==> src/rtl/col_serializer.sv <==
// Unpacks two packed complex columns into one complex sample per accepted beat.
// Column 0 lanes 0..LANES-1 stream first, then column 1. Conjugation is optional and latched per load.
module col_serializer #(
  parameter int DW    = 16,
  parameter int LANES = 4,
  parameter int NCOL  = 2
) (
  input  logic                     clk,
  input  logic                     rst,
  input  logic                     in_valid,
  output logic                     in_ready,
  input  logic [DW*LANES-1:0]      col0_r,
  input  logic [DW*LANES-1:0]      col0_i,
  input  logic [DW*LANES-1:0]      col1_r,
  input  logic [DW*LANES-1:0]      col1_i,
  input  logic                     conj,
  output logic                     out_valid,
  input  logic                     out_ready,
  output logic [DW-1:0]            out_r,
  output logic [DW-1:0]            out_i,
  output logic                     out_col,
  output logic [$clog2(LANES)-1:0] out_idx,
  output logic                     out_last
);

  localparam int NBEAT = NCOL * LANES;
  localparam int BW    = $clog2(NBEAT);
  localparam int IW    = $clog2(LANES);

  typedef enum logic {IDLE, STREAM} state_t;

  state_t               state_reg;
  logic [BW-1:0]        beat_reg;
  logic [DW*LANES-1:0]  col0_r_reg, col0_i_reg, col1_r_reg, col1_i_reg;
  logic                 conj_reg;

  logic                 load, advance;
  logic [DW*LANES-1:0]  src0_r, src0_i, src1_r, src1_i;
  logic                 src_conj;
  logic [BW-1:0]        beat_next;
  logic [DW-1:0]        lane_r [NBEAT];
  logic [DW-1:0]        lane_i [NBEAT];
  logic [DW-1:0]        sel_r, sel_i, neg_i, out_i_next;

  assign in_ready = (state_reg == IDLE) |
                    ((state_reg == STREAM) & out_valid & out_ready & out_last);
  assign load     = in_valid & in_ready;
  assign advance  = out_valid & out_ready;

  // A fresh load presents its beat 0 straight from the input buses, so it
  // can follow the previous load's final beat with no bubble.
  assign src0_r    = load ? col0_r : col0_r_reg;
  assign src0_i    = load ? col0_i : col0_i_reg;
  assign src1_r    = load ? col1_r : col1_r_reg;
  assign src1_i    = load ? col1_i : col1_i_reg;
  assign src_conj  = load ? conj : conj_reg;
  assign beat_next = load ? '0 : beat_reg + BW'(1);

  generate
    for (genvar gi = 0; gi < LANES; gi++) begin : g_lane
      assign lane_r[gi]         = src0_r[DW*(LANES-gi)-1 -: DW];
      assign lane_i[gi]         = src0_i[DW*(LANES-gi)-1 -: DW];
      assign lane_r[LANES + gi] = src1_r[DW*(LANES-gi)-1 -: DW];
      assign lane_i[LANES + gi] = src1_i[DW*(LANES-gi)-1 -: DW];
    end
  endgenerate

  assign sel_r = lane_r[beat_next];
  assign sel_i = lane_i[beat_next];
  // Negating the most negative value saturates to the most positive.
  assign neg_i = (sel_i == {1'b1, {(DW-1){1'b0}}}) ? {1'b0, {(DW-1){1'b1}}}
                                                    : ({DW{1'b0}} - sel_i);
  assign out_i_next = src_conj ? neg_i : sel_i;

  always_ff @(posedge clk) begin
    if (rst) begin
      state_reg  <= IDLE;
      beat_reg   <= '0;
      col0_r_reg <= '0;
      col0_i_reg <= '0;
      col1_r_reg <= '0;
      col1_i_reg <= '0;
      conj_reg   <= 1'b0;
      out_valid  <= 1'b0;
      out_r      <= '0;
      out_i      <= '0;
      out_col    <= 1'b0;
      out_idx    <= '0;
      out_last   <= 1'b0;
    end else if (load || (advance && !out_last)) begin
      if (load) begin
        col0_r_reg <= col0_r;
        col0_i_reg <= col0_i;
        col1_r_reg <= col1_r;
        col1_i_reg <= col1_i;
        conj_reg   <= conj;
      end
      state_reg <= STREAM;
      beat_reg  <= beat_next;
      out_valid <= 1'b1;
      out_r     <= sel_r;
      out_i     <= out_i_next;
      out_col   <= beat_next[BW-1];
      out_idx   <= beat_next[IW-1:0];
      out_last  <= (beat_next == BW'(NBEAT - 1));
    end else if (advance) begin
      // Final beat taken with nothing queued: samples keep their last value.
      state_reg <= IDLE;
      out_valid <= 1'b0;
      out_last  <= 1'b0;
    end
  end

endmodule

==> config.mk <==
export PLATFORM = sky130hd
export DESIGN_NAME = col_serializer
export DESIGN_NICKNAME = d
export VERILOG_FILES = /design/src/rtl/col_serializer.sv
export SDC_FILE = /design/constraint.sdc
export NUM_CORES = 1
export LEC_CHECK = 0
export CORE_MARGIN = 5
export CORE_UTILIZATION = 50
export DETAILED_ROUTE_END_ITERATION = 8
export GPL_TIMING_DRIVEN = 0
export PLACE_DENSITY_LB_ADDON = 0.1
export SKIP_LAST_GASP = 1
export SLEW_MARGIN = 15
export SYNTH_ARGS = -nofsm -noshare
export SYNTH_HDL_FRONTEND = slang
export SYNTH_SLANG_ARGS = --single-unit
==> constraint.sdc <==
create_clock -name clk -period 3.5 [get_ports clk]
set_clock_uncertainty 0.05 [all_clocks]
set_input_delay 0.525 -clock clk [delete_from_list [all_inputs] [get_ports clk]]
set_output_delay 0.525 -clock clk [all_outputs]
set_load 0.1 [all_outputs]
### Word level (Yosys, flattened, before mapping)

Index checks and enable logic that the tools add are counted.

| word-level totals | value |
|---|---|
| bits of input ports | 261 |
| output and inout port bits | 38 |
| flip-flop bits (word level) | 297 |
| word-level logic and storage cells | 44 |

| cells by class | value |
|---|---|
| equality and inequality tests | 2 |
| reductions and logical operators | 4 |
| $add $sub $neg | 2 |
| muxes and demuxes | 17 |
| bitwise operators | 6 |
| order comparisons | 1 |

Operators by type and width:

| cell | number |
|---|---|
| $mux 64 | 4 |
| $bmux 16 s3 | 2 |
| $mux 16 | 6 |
| $eq 16x16->1 const B | 1 |
| $sub 1x16->16 const A | 1 |
| $ge 4x4->1 const B | 1 |
| $mux 1 | 4 |
| $not 3->4 | 1 |
| $add 3x1->3 const B | 1 |
| $and 1x1->1 | 3 |
| $eq 3x3->1 const B | 1 |
| $mux 3 | 1 |
| $reduce_bool 2->1 | 1 |
| $logic_and 1x1->1 | 1 |
| $logic_not 1->1 | 1 |
| $logic_or 1x1->1 | 1 |
| $not 1->1 | 1 |
| $or 1x1->1 | 1 |

### Longest topological paths before layout

| logic depth | value |
|---|---|
| word-level depth | 12 |
| depth in mapped cells | 13 |
| gate-level depth less buffers | 11 |

### Worst setup path before layout

No wires, ideal clock.

| timing | value |
|---|---|
| path type | flip-flop to flip-flop |
| start point | register out_last |
| end point | register out_i[15] |
| required time | 3334 ps |
| clock period less this slack | 3862 ps |
| arrival time | 3696 ps |
| path buffers | 1 |
| setup slack | -362 ps |
| setup time | 116 ps |
| stages on the path, launching flop included | 11 |
| path through | dfxtp_1 a21boi_2 inv_1 nand2_1 buf_2 o21ai_0 o21ai_1 nor4_2 a41oi_1 xor2_1 a31o_1 |

| on the way | value |
|---|---|
| longest elaborated chain between the ends | 11 |
| elaborated cells between the ends (all ways) | 18 |
| classes of those cells | 1 x add/sub; 1 x eq/ne; 9 x mux; 4 x bitwise; 3 x reduce/logical |

Ends and longest elaborated chain:

| item | line | text |
|---|---|---|
| from (decl) | 23 | `output logic out_last` |
| from (signal assigned) | 105 | `out_last <= (beat_next == BW'(NBEAT - 1));` |
| $and 1x1->1 (*) | 46 | `((state_reg == STREAM) & out_valid & out_ready & out_last);` |
| $or 1x1->1 (*) | 45 | `assign in_ready = (state_reg == IDLE) \|` |
| net in_ready | 11 | `output logic in_ready,` |
| $and 1x1->1 (*) | 47 | `assign load = in_valid & in_ready;` |
| $mux 3 | 57 | `assign beat_next = load ? '0 : beat_reg + BW'(1);` |
| $not 3->4 (not written as such) | 69 | `assign sel_i = lane_i[beat_next];` |
| $bmux 16 s3 | 69 |  |
| $mux 16 (not written as such) (2 in series) | 69 |  |
| $sub 1x16->16 / $eq 16x16->1 (equally long branches) | 72, 71 |  |
| $mux 16 | 71 | `assign neg_i = (sel_i == {1'b1, {(DW-1){1'b0}}}) ? {1'b0, {(DW-1){1'b1}}}` |
| $mux 16 | 73 | `assign out_i_next = src_conj ? neg_i : sel_i;` |
| to (signal assigned) | 102 | `out_i <= out_i_next;` |
| to (decl) | 20 | `output logic [DW-1:0] out_i,` |

The timed path passes the listed nets; every way through them passes the cells marked *. The select of a mux whose other input is x is not followed.
A chain may end at the register's enable or synchronous reset.

==> flow_summary.ini <==
[run_status]
status = complete, no violations

[yosys]
seq_area_frac_synth = 0.465
synth_edf_count = 0
synthCells = 1606
synth_seq_cells = 294
syn_area_mm2 = 0.0127
ys_warn_count = 0
synth.distinct_cells = 44
avgSynthCellArea_um2 = 7.88
syn_nets = 1869
synth_top_flop_cell = dfxtp_1
synthArstFlopShare = 0

[cells_and_area]
diodes = 0
seq_area_mm2 = 0.00589
multi_input_area_mm2 = 0.00633
drive_above_1_share = 0.0781
utilization = 0.688
final_area_mm2 = 0.0172
n_fill_cell = 2147
instances_no_fill = 2289
area_growth_pct = 36.2
finalNetCount = 2200

[hold_path]
hold_class = reg2reg
whs_path_depth = 2

[critical_path]
worst_setup_path_start_kind = flip-flop
rrSetupSlack_ns = 0.16
rr_worst_depth = 12
reg2reg_to = out_i[0]$_SDFFE_PP0P_
crit_slowest_cell = mux4_2
path_common_cell = nand3_1
r2r_start = out_idx[0]$_SDFFE_PP0P_
crit_chain = ha_2, xnor2_4, clkbuf_4, buf_4, mux4_2, nand3_1, nand3_1, nor2_1, nand3_1, o31a_1, buf_4, a21oi_1
cp_slowest_stage_delay_ns = 0.36
crit_required_ns = 3.94
critical_path_arrival_ns = 3.78
cp_max_fo = 10
worst-path-buf-inv = 3
end_kind = flip-flop
critPathLaunch = out_idx[0]$_SDFFE_PP0P_
critical_path_class = reg2reg
worst-path-stages = 12
path_delay_family = simple AND/OR/NAND/NOR gates
crit_path_end = out_i[0]$_SDFFE_PP0P_

[sta]
hold_viol = 0
setup_viol = 0
slew_violations = 0
rsz0062_at_grt = no
min_period_over_period = 0.954
fmax_ghz = 0.299
worst_pin_slew_ns = 1.08
fin_crit_ns = 3.34
holdWs_ns = 0.403
setup_tns_ns = 0
finalWorstSetupSlack_ns = 0.160
slew_headroom = 0.280

[power_and_ir_drop]
combPwrFrac = 0.184
leakage_nw = 6.28
power_switching_mw = 2.43
power_frac_seq = 0.423
power.density_mw_per_mm2 = 503
irDropWorstVdd_uv = 415
intPower_mw = 6.23
clkPwrFrac = 0.392
p_sw_frac = 0.280
total_power_mw = 8.66

[cts]
clkSinkCount = 294
clkLatencyLatePin_ns = 0.56
cts_max_path_buffers = 3
clkTransAtPathRegs_ns = 0.06
cts_buffers = 30
htreeDepth = 1
cts-root-buf = clkbuf_16
cts_tree = yes
hold_buffers = 0

[floorplan]
chipWidth_um = 169
rows = 58
fp.dieH_um = 169
fp.coreArea_mm2 = 0.0250
start_util = 0.505
die-area_mm2 = 0.0286
pin_count = 299

[grt]
grt_pass1_vias = 12300
grt_pass1_wl_mm = 68.8
grt_overflow = 0
antenna_found_initial = 2
track_usage = 0.305
grt_max_degree = 15

[routing]
first_pass_iters = 5
drcViolationCount = 0
wl_per_cell_um = 19.8
wirelength_mm = 45.4
final_antenna_net_count = 0
drt_iter0_drc = 1335
vias_per_cell = 5.58
vias = 12800

[placement]
placed_area_mm2 = 0.0160
dp_slack_ns = -1.06
place_congestion = 0.949
dp_hpwl_mm = 34.9
port_buffers = 297
numPlacedInstances = 2233

[job]
maxCapViolations = 0
[worst min-delay path, stage by stage (launching register included)]
cell and delay, ns:
dfxtp_1 0.31, nand2_1 0.05, a21oi_1 0.05
[cells by family (layout without fill, tap and decap cells)]
family / Yosys count / count (layout) / synth area share
AND/OR/NAND/NOR: 633 / 633 / 0.195
multiplexers: 108 / 108 / 0.108
buffers and inverters: 131 / 484 / 0.0409
AO/OA/AOI/OAI: 422 / 422 / 0.177
flip-flops: 294 / 294 / 0.465
adder cells (fa/ha/maj): 2 / 2 / 0.00198
XOR/XNOR: 16 / 16 / 0.0117
[cell usage in the layout, fill, tap and decap left out, drive strengths merged, types with 24 or more instances in the layout]
| master | netlist | routed |
|---|---|---|
| mux2i | 52 | 52 |
| clkbuf | 96 | 141 |
| buf | 24 | 24 |
| nor2 | 54 | 54 |
| dfxtp | 294 | 294 |
| o21ai | 62 | 62 |
| a21oi | 315 | 315 |
| clkdlybuf4s50 | 0 | 297 |
| nand2 | 540 | 540 |
| mux2 | 37 | 37 |
[cell type report]
type | instances | area share
tap | 330 | 0.0240
sequential | 294 | 0.342
clock inverter | 11 | 0.00901
timing repair buffer | 299 | 0.173
clock buffer | 43 | 0.0518
buffer | 120 | 0.0297
multi-input combinational | 1181 | 0.367
inverter | 11 | 0.00283
[worst min path at each step]
stage,start,to,slack (ns)
after floorplan,col0_i_reg[0]$_SDFFE_PP0P_,col0_i_reg[0]$_SDFFE_PP0P_,0.38
after global placement,col0_r_reg[52]$_SDFFE_PP0P_,col0_r_reg[52]$_SDFFE_PP0P_,0.39
after detailed placement,col0_i_reg[8]$_SDFFE_PP0P_,col0_i_reg[8]$_SDFFE_PP0P_,0.40
after CTS,col0_r_reg[8]$_SDFFE_PP0P_,col0_r_reg[8]$_SDFFE_PP0P_,0.40
after global routing,col0_r_reg[13]$_SDFFE_PP0P_,col0_r_reg[13]$_SDFFE_PP0P_,0.42
final,col1_r_reg[20]$_SDFFE_PP0P_,col1_r_reg[20]$_SDFFE_PP0P_,0.40
[power by group through the flow]
stage | clock, mW | combinational [mW] | sequential, mW
floorplan | 0 | 0.669 | 3.95
global placement | 0 | 1.54 | 3.73
detailed placement | 0 | 1.55 | 3.74
CTS | 3.42 | 1.57 | 3.66
global route | 3.56 | 1.71 | 3.69
finish | 3.40 | 1.60 | 3.67
[what timing repair did]
item                                    4_1_cts  5_1_grt
endpoints found under the setup margin      227      238
pin swaps                                     0        3
setup buffers                                 0        2
resized for setup                            16       22
[layer usage]
| metal | global-route usage | vias up | wire [um] |
|---|---|---|---|
| met3 | 0.0752 | 99 | 4580 |
| met2 | 0.479 | 637 | 20100 |
| li1 | - | 6088 | - |
| met5 | 0 | - | 21 |
| met1 | 0.424 | 5943 | 19500 |
| met4 | 0.0805 | 4 | 1200 |
[cells in the mapped netlist, drive strengths merged, types with 10 or more instances]
cell type  count  area share
mux2i         52       0.041
a211oi        17       0.010
nand3         12      0.0057
nor3          21      0.0092
inv           10      0.0030
nand2        540        0.16
mux4          19       0.034
clkbuf        96       0.028
a21oi        315        0.12
o21ai         62       0.025
mux2          37       0.033
dfxtp        294        0.47
buf           24      0.0092
xnor2         12      0.0083
nor2          54       0.016
Note: power is estimated with default switching activity, not from simulation.
